## src/rtl/perm_pkg.sv

```systemverilog
// perm_pkg: shared widths, round constants, rotation amounts and FSM states for the ASCON permutation
package perm_pkg;

    localparam int STATE_W    = 320;
    localparam int LANE_W     = 64;
    localparam int MAX_ROUNDS = 12;

    localparam int unsigned ROT_A [5] = '{19, 61, 1, 10, 7};
    localparam int unsigned ROT_B [5] = '{28, 39, 6, 17, 41};

    typedef enum logic [1:0] {
        IDLE = 2'd0,
        RUN  = 2'd1,
        DONE = 2'd2
    } perm_state_e;

    function automatic logic [7:0] rc(input logic [3:0] r);
        return {4'hF - r, r};
    endfunction

    function automatic logic [LANE_W-1:0] ror(input logic [LANE_W-1:0] v, input int unsigned n);
        return (v >> n) | (v << (LANE_W - n));
    endfunction

endpackage

```

## src/rtl/perm_round.sv

```systemverilog
// perm_round: one combinational ASCON round (constant, bitsliced S-box, linear layer)
module perm_round
    import perm_pkg::*;
(
    input  logic [STATE_W-1:0] state_in,
    input  logic [3:0]         r,
    output logic [STATE_W-1:0] state_out
);

    // full round on five 64-bit lanes, x0 in the top bits
    always_comb begin
        logic [LANE_W-1:0] x [5];
        logic [LANE_W-1:0] t [5];
        {x[0], x[1], x[2], x[3], x[4]} = state_in;
        x[2] = x[2] ^ {56'b0, rc(r)};
        x[0] = x[0] ^ x[4];
        x[4] = x[4] ^ x[3];
        x[2] = x[2] ^ x[1];
        for (int i = 0; i < 5; i++) t[i] = ~x[i] & x[(i + 1) % 5];
        for (int i = 0; i < 5; i++) x[i] = x[i] ^ t[(i + 1) % 5];
        x[1] = x[1] ^ x[0];
        x[0] = x[0] ^ x[4];
        x[3] = x[3] ^ x[2];
        x[2] = ~x[2];
        for (int i = 0; i < 5; i++) x[i] = x[i] ^ ror(x[i], ROT_A[i]) ^ ror(x[i], ROT_B[i]);
        state_out = {x[0], x[1], x[2], x[3], x[4]};
    end

endmodule

```

## src/rtl/perm_round_core.sv

```systemverilog
// perm_round_core: runs nr ASCON rounds one per cycle and hands handshakes to the round counter
module perm_round_core
    import perm_pkg::*;
#(
    parameter int MAX_ROUNDS = perm_pkg::MAX_ROUNDS,
    parameter int CTR_W      = 5
) (
    input  logic               clk,
    input  logic               rst,
    input  logic               start_i,
    input  logic [3:0]         rounds_i,
    input  logic [STATE_W-1:0] state_i,
    input  logic [CTR_W-1:0]   round_ctr_i,
    output logic               perm_start_o,
    output logic               perm_ready_o,
    output logic               busy_o,
    output logic               done_o,
    output logic [STATE_W-1:0] state_o,
    output logic               err_o
);

    perm_state_e        st_q, st_d;
    logic [STATE_W-1:0] state_q, round_out;
    logic [3:0]         nr_q, rnd_q, nr_d, r;
    logic               go, run, last;

    assign go     = (st_q == IDLE) && start_i;
    assign run    = (st_q == RUN);
    assign last   = run && (rnd_q == nr_q - 4'd1);
    assign nr_d   = (rounds_i == 4'd0 || rounds_i > 4'(MAX_ROUNDS)) ? 4'(MAX_ROUNDS) : rounds_i;
    assign r      = 4'(MAX_ROUNDS) - nr_q + rnd_q;
    assign busy_o = (st_q != IDLE);

    perm_round u_round (
        .state_in  (state_q),
        .r         (r),
        .state_out (round_out)
    );

    // FSM state register
    always_ff @(posedge clk) begin
        if (rst) st_q <= IDLE;
        else     st_q <= st_d;
    end

    // next state: IDLE -> RUN on start, RUN -> DONE after the last round, DONE -> IDLE
    always_comb begin
        st_d = go ? RUN : last ? DONE : (st_q == DONE) ? IDLE : st_q;
    end

    // datapath, round bookkeeping, counter handshakes and sticky counter check
    always_ff @(posedge clk) begin
        if (rst) begin
            state_q      <= '0;
            nr_q         <= 4'(MAX_ROUNDS);
            rnd_q        <= '0;
            perm_start_o <= 1'b0;
            perm_ready_o <= 1'b0;
            done_o       <= 1'b0;
            state_o      <= '0;
            err_o        <= 1'b0;
        end else begin
            done_o       <= 1'b0;
            perm_ready_o <= 1'b0;
            if (go) begin
                state_q      <= state_i;
                nr_q         <= nr_d;
                rnd_q        <= '0;
                perm_start_o <= 1'b1;
            end
            if (run) begin
                state_q <= round_out;
                rnd_q   <= rnd_q + 4'd1;
                err_o   <= err_o | (round_ctr_i != CTR_W'(rnd_q));
            end
            if (last) begin
                perm_start_o <= 1'b0;
                perm_ready_o <= 1'b1;
                done_o       <= 1'b1;
                state_o      <= round_out;
            end
        end
    end

endmodule

```

## config.mk

```make
export PLATFORM = sky130hd
export DESIGN_NAME = perm_round_core
export DESIGN_NICKNAME = d
export VERILOG_FILES = /design/src/rtl/perm_pkg.sv /design/src/rtl/perm_round.sv /design/src/rtl/perm_round_core.sv
export SDC_FILE = /design/constraint.sdc
export NUM_CORES = 2
export LEC_CHECK = 0
export CORE_ASPECT_RATIO = 1.75
export CORE_MARGIN = 2
export CORE_UTILIZATION = 59
export CTS_CLUSTER_DIAMETER = 120
export DETAILED_ROUTE_END_ITERATION = 6
export PLACE_DENSITY = 0.87
export SYNTH_ARGS = -nofsm -noshare
export SYNTH_HDL_FRONTEND = slang
export SYNTH_SLANG_ARGS = --single-unit
```

## constraint.sdc

```tcl
create_clock -name clk -period 8.2 [get_ports clk]
set_input_delay 1.64 -clock clk [delete_from_list [all_inputs] [get_ports clk]]
set_output_delay 1.64 -clock clk [all_outputs]
set_load 0.005 [all_outputs]
```

==> reports/summary.txt <==
Status: finished with violations
Failing checks: DRC, capacitance limit, slew limit
Mapped Nets: 5,216
Setup TNS: 0 ns
Initial Util: 59.4%
Sequential area share after synthesis: 32.2%
Critical path's top delay family: XOR/XNOR gates
Fin crit share: 58.4%
GR Util All Layers: 50.0%
CTS Buffer Depth: 3
Die Area: 0.0709 mm2
Critical Path Slowest Stage Cell: xnor2_1
Detailed placement HPWL: 142 mm
Worst-skew pair later-pin latency: 0.68 ns
CP required: 8.69 ns
Share of post-route cells with drive strength above 1: 3.05%
CTS resizes: 0
Worst Hold Class: reg -> reg
YS warnings: 0
#FFs+latches synth: 653
Total CTS buffers: 59
IO Port Bufs: 656
Final #Nets: 5,690
First-pass GRT wire length: 254 mm
Root Buffer: clkbuf_16
CP Capture Type: register
Post-route ant nets: 0
Max-slew violations: 13
Buffers plus inverters on the worst setup path: 1
I/O Pins: 657
GP Congestion: 1.08
RSZ-0062 raised after global routing: false
Commonest cells after routing, fill and taps aside: nand2_1 (722), nor2_1 (691), clkdlybuf4s50_1 (655), dfxtp_1 (653), xnor2_1 (590)
Final wirelength: 183 mm
Startpoint Class: register
Horizontal die dimension: 202 um
Final hold vios: 0
Count of cell types in the netlist: 47
WP data arrival: 5.28 ns
# setup viols final: 0
Max Cap Violations: 4
Reg clk slew, reported paths: 0.07 ns
CTS Sinks: 653
Core region area: 0.0683 mm2
Ys async rst share: 0%
Post-synthesis cell count: 4,749
Vias in the first global route: 36,700
Relative slew slack: -8.30%
Syn-to-layout area delta: 22.5%
Detailed Routing Iterations Pass 1: 7
EDFF count, synth: 0
Tmin final: 4.79 ns
Largest net degree at the start of global routing: 225
Initial antenna violation count: 4
GRT overflow: 0
DRC errors left: 1
CTS tree: built
Routed wl met3: 18.9 mm
Slew @ Worst Pin: 1.61 ns
Post-synth top area share: 32.2%
First DRT Iteration DRCs: 4,408
WS Path Type: reg -> reg
Highest Signal Layer: met4
Most common cell after layout, fill and taps aside: nand2_1
CP Max Fanout: 6
DRT met1 WL: 59.2 mm
Worst path max stage delay: 1.13 ns
Fmax: 209 MHz
Via Count: 39,000
Via/cell ratio: 6.30
Routed wl met2: 82.1 mm
Skew final: 0.0289 ns
Post-synth top area cell: dfxtp_1
Ys flop type: dfxtp_1
Synth top area cells: dfxtp_1 (32%), xnor2_1 (13%), xnor3_1 (12%), nand2_1 (6.7%), a21oi_1 (6.5%)
Htree depth: 2
Mean Syn Cell Area: 8.54 um2
Routed length per instance: 29.6 um
Worst path cell trace: ha_1 -> ha_1 -> fa_1 -> xnor2_1 -> xnor3_1 -> inv_1 -> ha_1 -> xnor2_1 -> xnor2_1 -> xnor3_1 -> o21ai_0 -> a21oi_1
Cts hold-fix bufs: 0
Post-CTS setup buffer count: 0
Num rows: 127
Die H: 351 um
Synthesized area: 0.0406 mm2
-- metrics by stage --
step	cell area, um2	hold WS [ns]	setup slack [ns]	instances	utilization [%]
2_1_floorplan	40600	0.445	4.73	4749	-
3_3_place_gp	47500	0.441	3.89	6065	69.6
5_1_grt	49700	0.474	3.40	6179	72.7
3_5_place_dp	47500	0.446	3.81	6065	69.6
4_1_cts	49700	0.456	3.74	6175	72.7
6_report	49700	0.455	3.41	6181	72.7
-- layout make-up --
type                    count  area, um2
repair buffers            701       7010
diodes                      6       15.0
multi-input cells        3669      25800
inverters                 139        522
clock buffers              77       1690
well taps                 903       1130
clock inverters            33        447
fillers                  5172      18600
flip-flops and latches    653      13100
-- layer usage --
layer  GRT usage, %  vias to the layer above
met5              0                        -
met4           50.6                        0
met3           10.1                      828
met2           79.4                     2914
met1           54.6                    18400
li1               -                    16900
-- flip-flops by register name, indices dropped and copies added, names as in the netlist --
register      cells
state_o         320
state_q         320
nr_q              4
rnd_q             4
st_q              2
done_o            1
err_o             1
perm_start_o      1
-- logic make-up (layout without fill, tap and decap cells) --
group	after synthesis	in the layout	share of synthesized area [%]
adder cells (fa/ha/maj)	136	136	4.21
multiplexers	70	70	1.73
buffers and inverters	427	950	4.22
other	0	6	0
AND/OR/NAND/NOR	1557	1557	15.2
AO/OA/AOI/OAI	964	964	14.1
flip-flops	653	653	32.2
XOR/XNOR	942	942	28.2
-- synthesized netlist by cell type (all sizes together), types with 2 or more instances --
cell type,number
a2111oi,3
a211oi,266
a21oi,523
a221oi,37
a22oi,8
and2,9
buf,87
clkbuf,201
dfxtp,653
ha,134
inv,139
mux2i,70
nand2,722
nand2b,2
nand3,3
nand3b,27
nand4b,13
nor2,693
nor2b,2
nor3,77
o21a,5
o21ai,100
o22ai,7
o311ai,5
o31a,8
or2,3
xnor2,593
xnor3,211
xor2,119
xor3,19
-- worst paths after layout --
check / from / end / slack [ns] / cells past startpoint
max: rnd_q[1]$_SDFFE_PP0P_ / state_q[118]$_SDFFE_PP0P_ / 3.41 / 12
min: state_o[266]$_SDFFE_PP0P_ / state_o[266]$_SDFFE_PP0P_ / 0.46 / 2
max reg2reg: rnd_q[1]$_SDFFE_PP0P_ / state_q[118]$_SDFFE_PP0P_ / 3.41 / 12
min reg2reg: state_o[266]$_SDFFE_PP0P_ / state_o[266]$_SDFFE_PP0P_ / 0.46 / 2
-- tightest hold or removal path, stage by stage (launching register included) --
cell,delay (ns)
dfxtp_1,0.31
nand2_1,0.05
a21oi_1,0.05
Power is left out: the tool's default activity adds up to more than one toggle a clock period on the data nets, which glitch-free logic cannot reach.
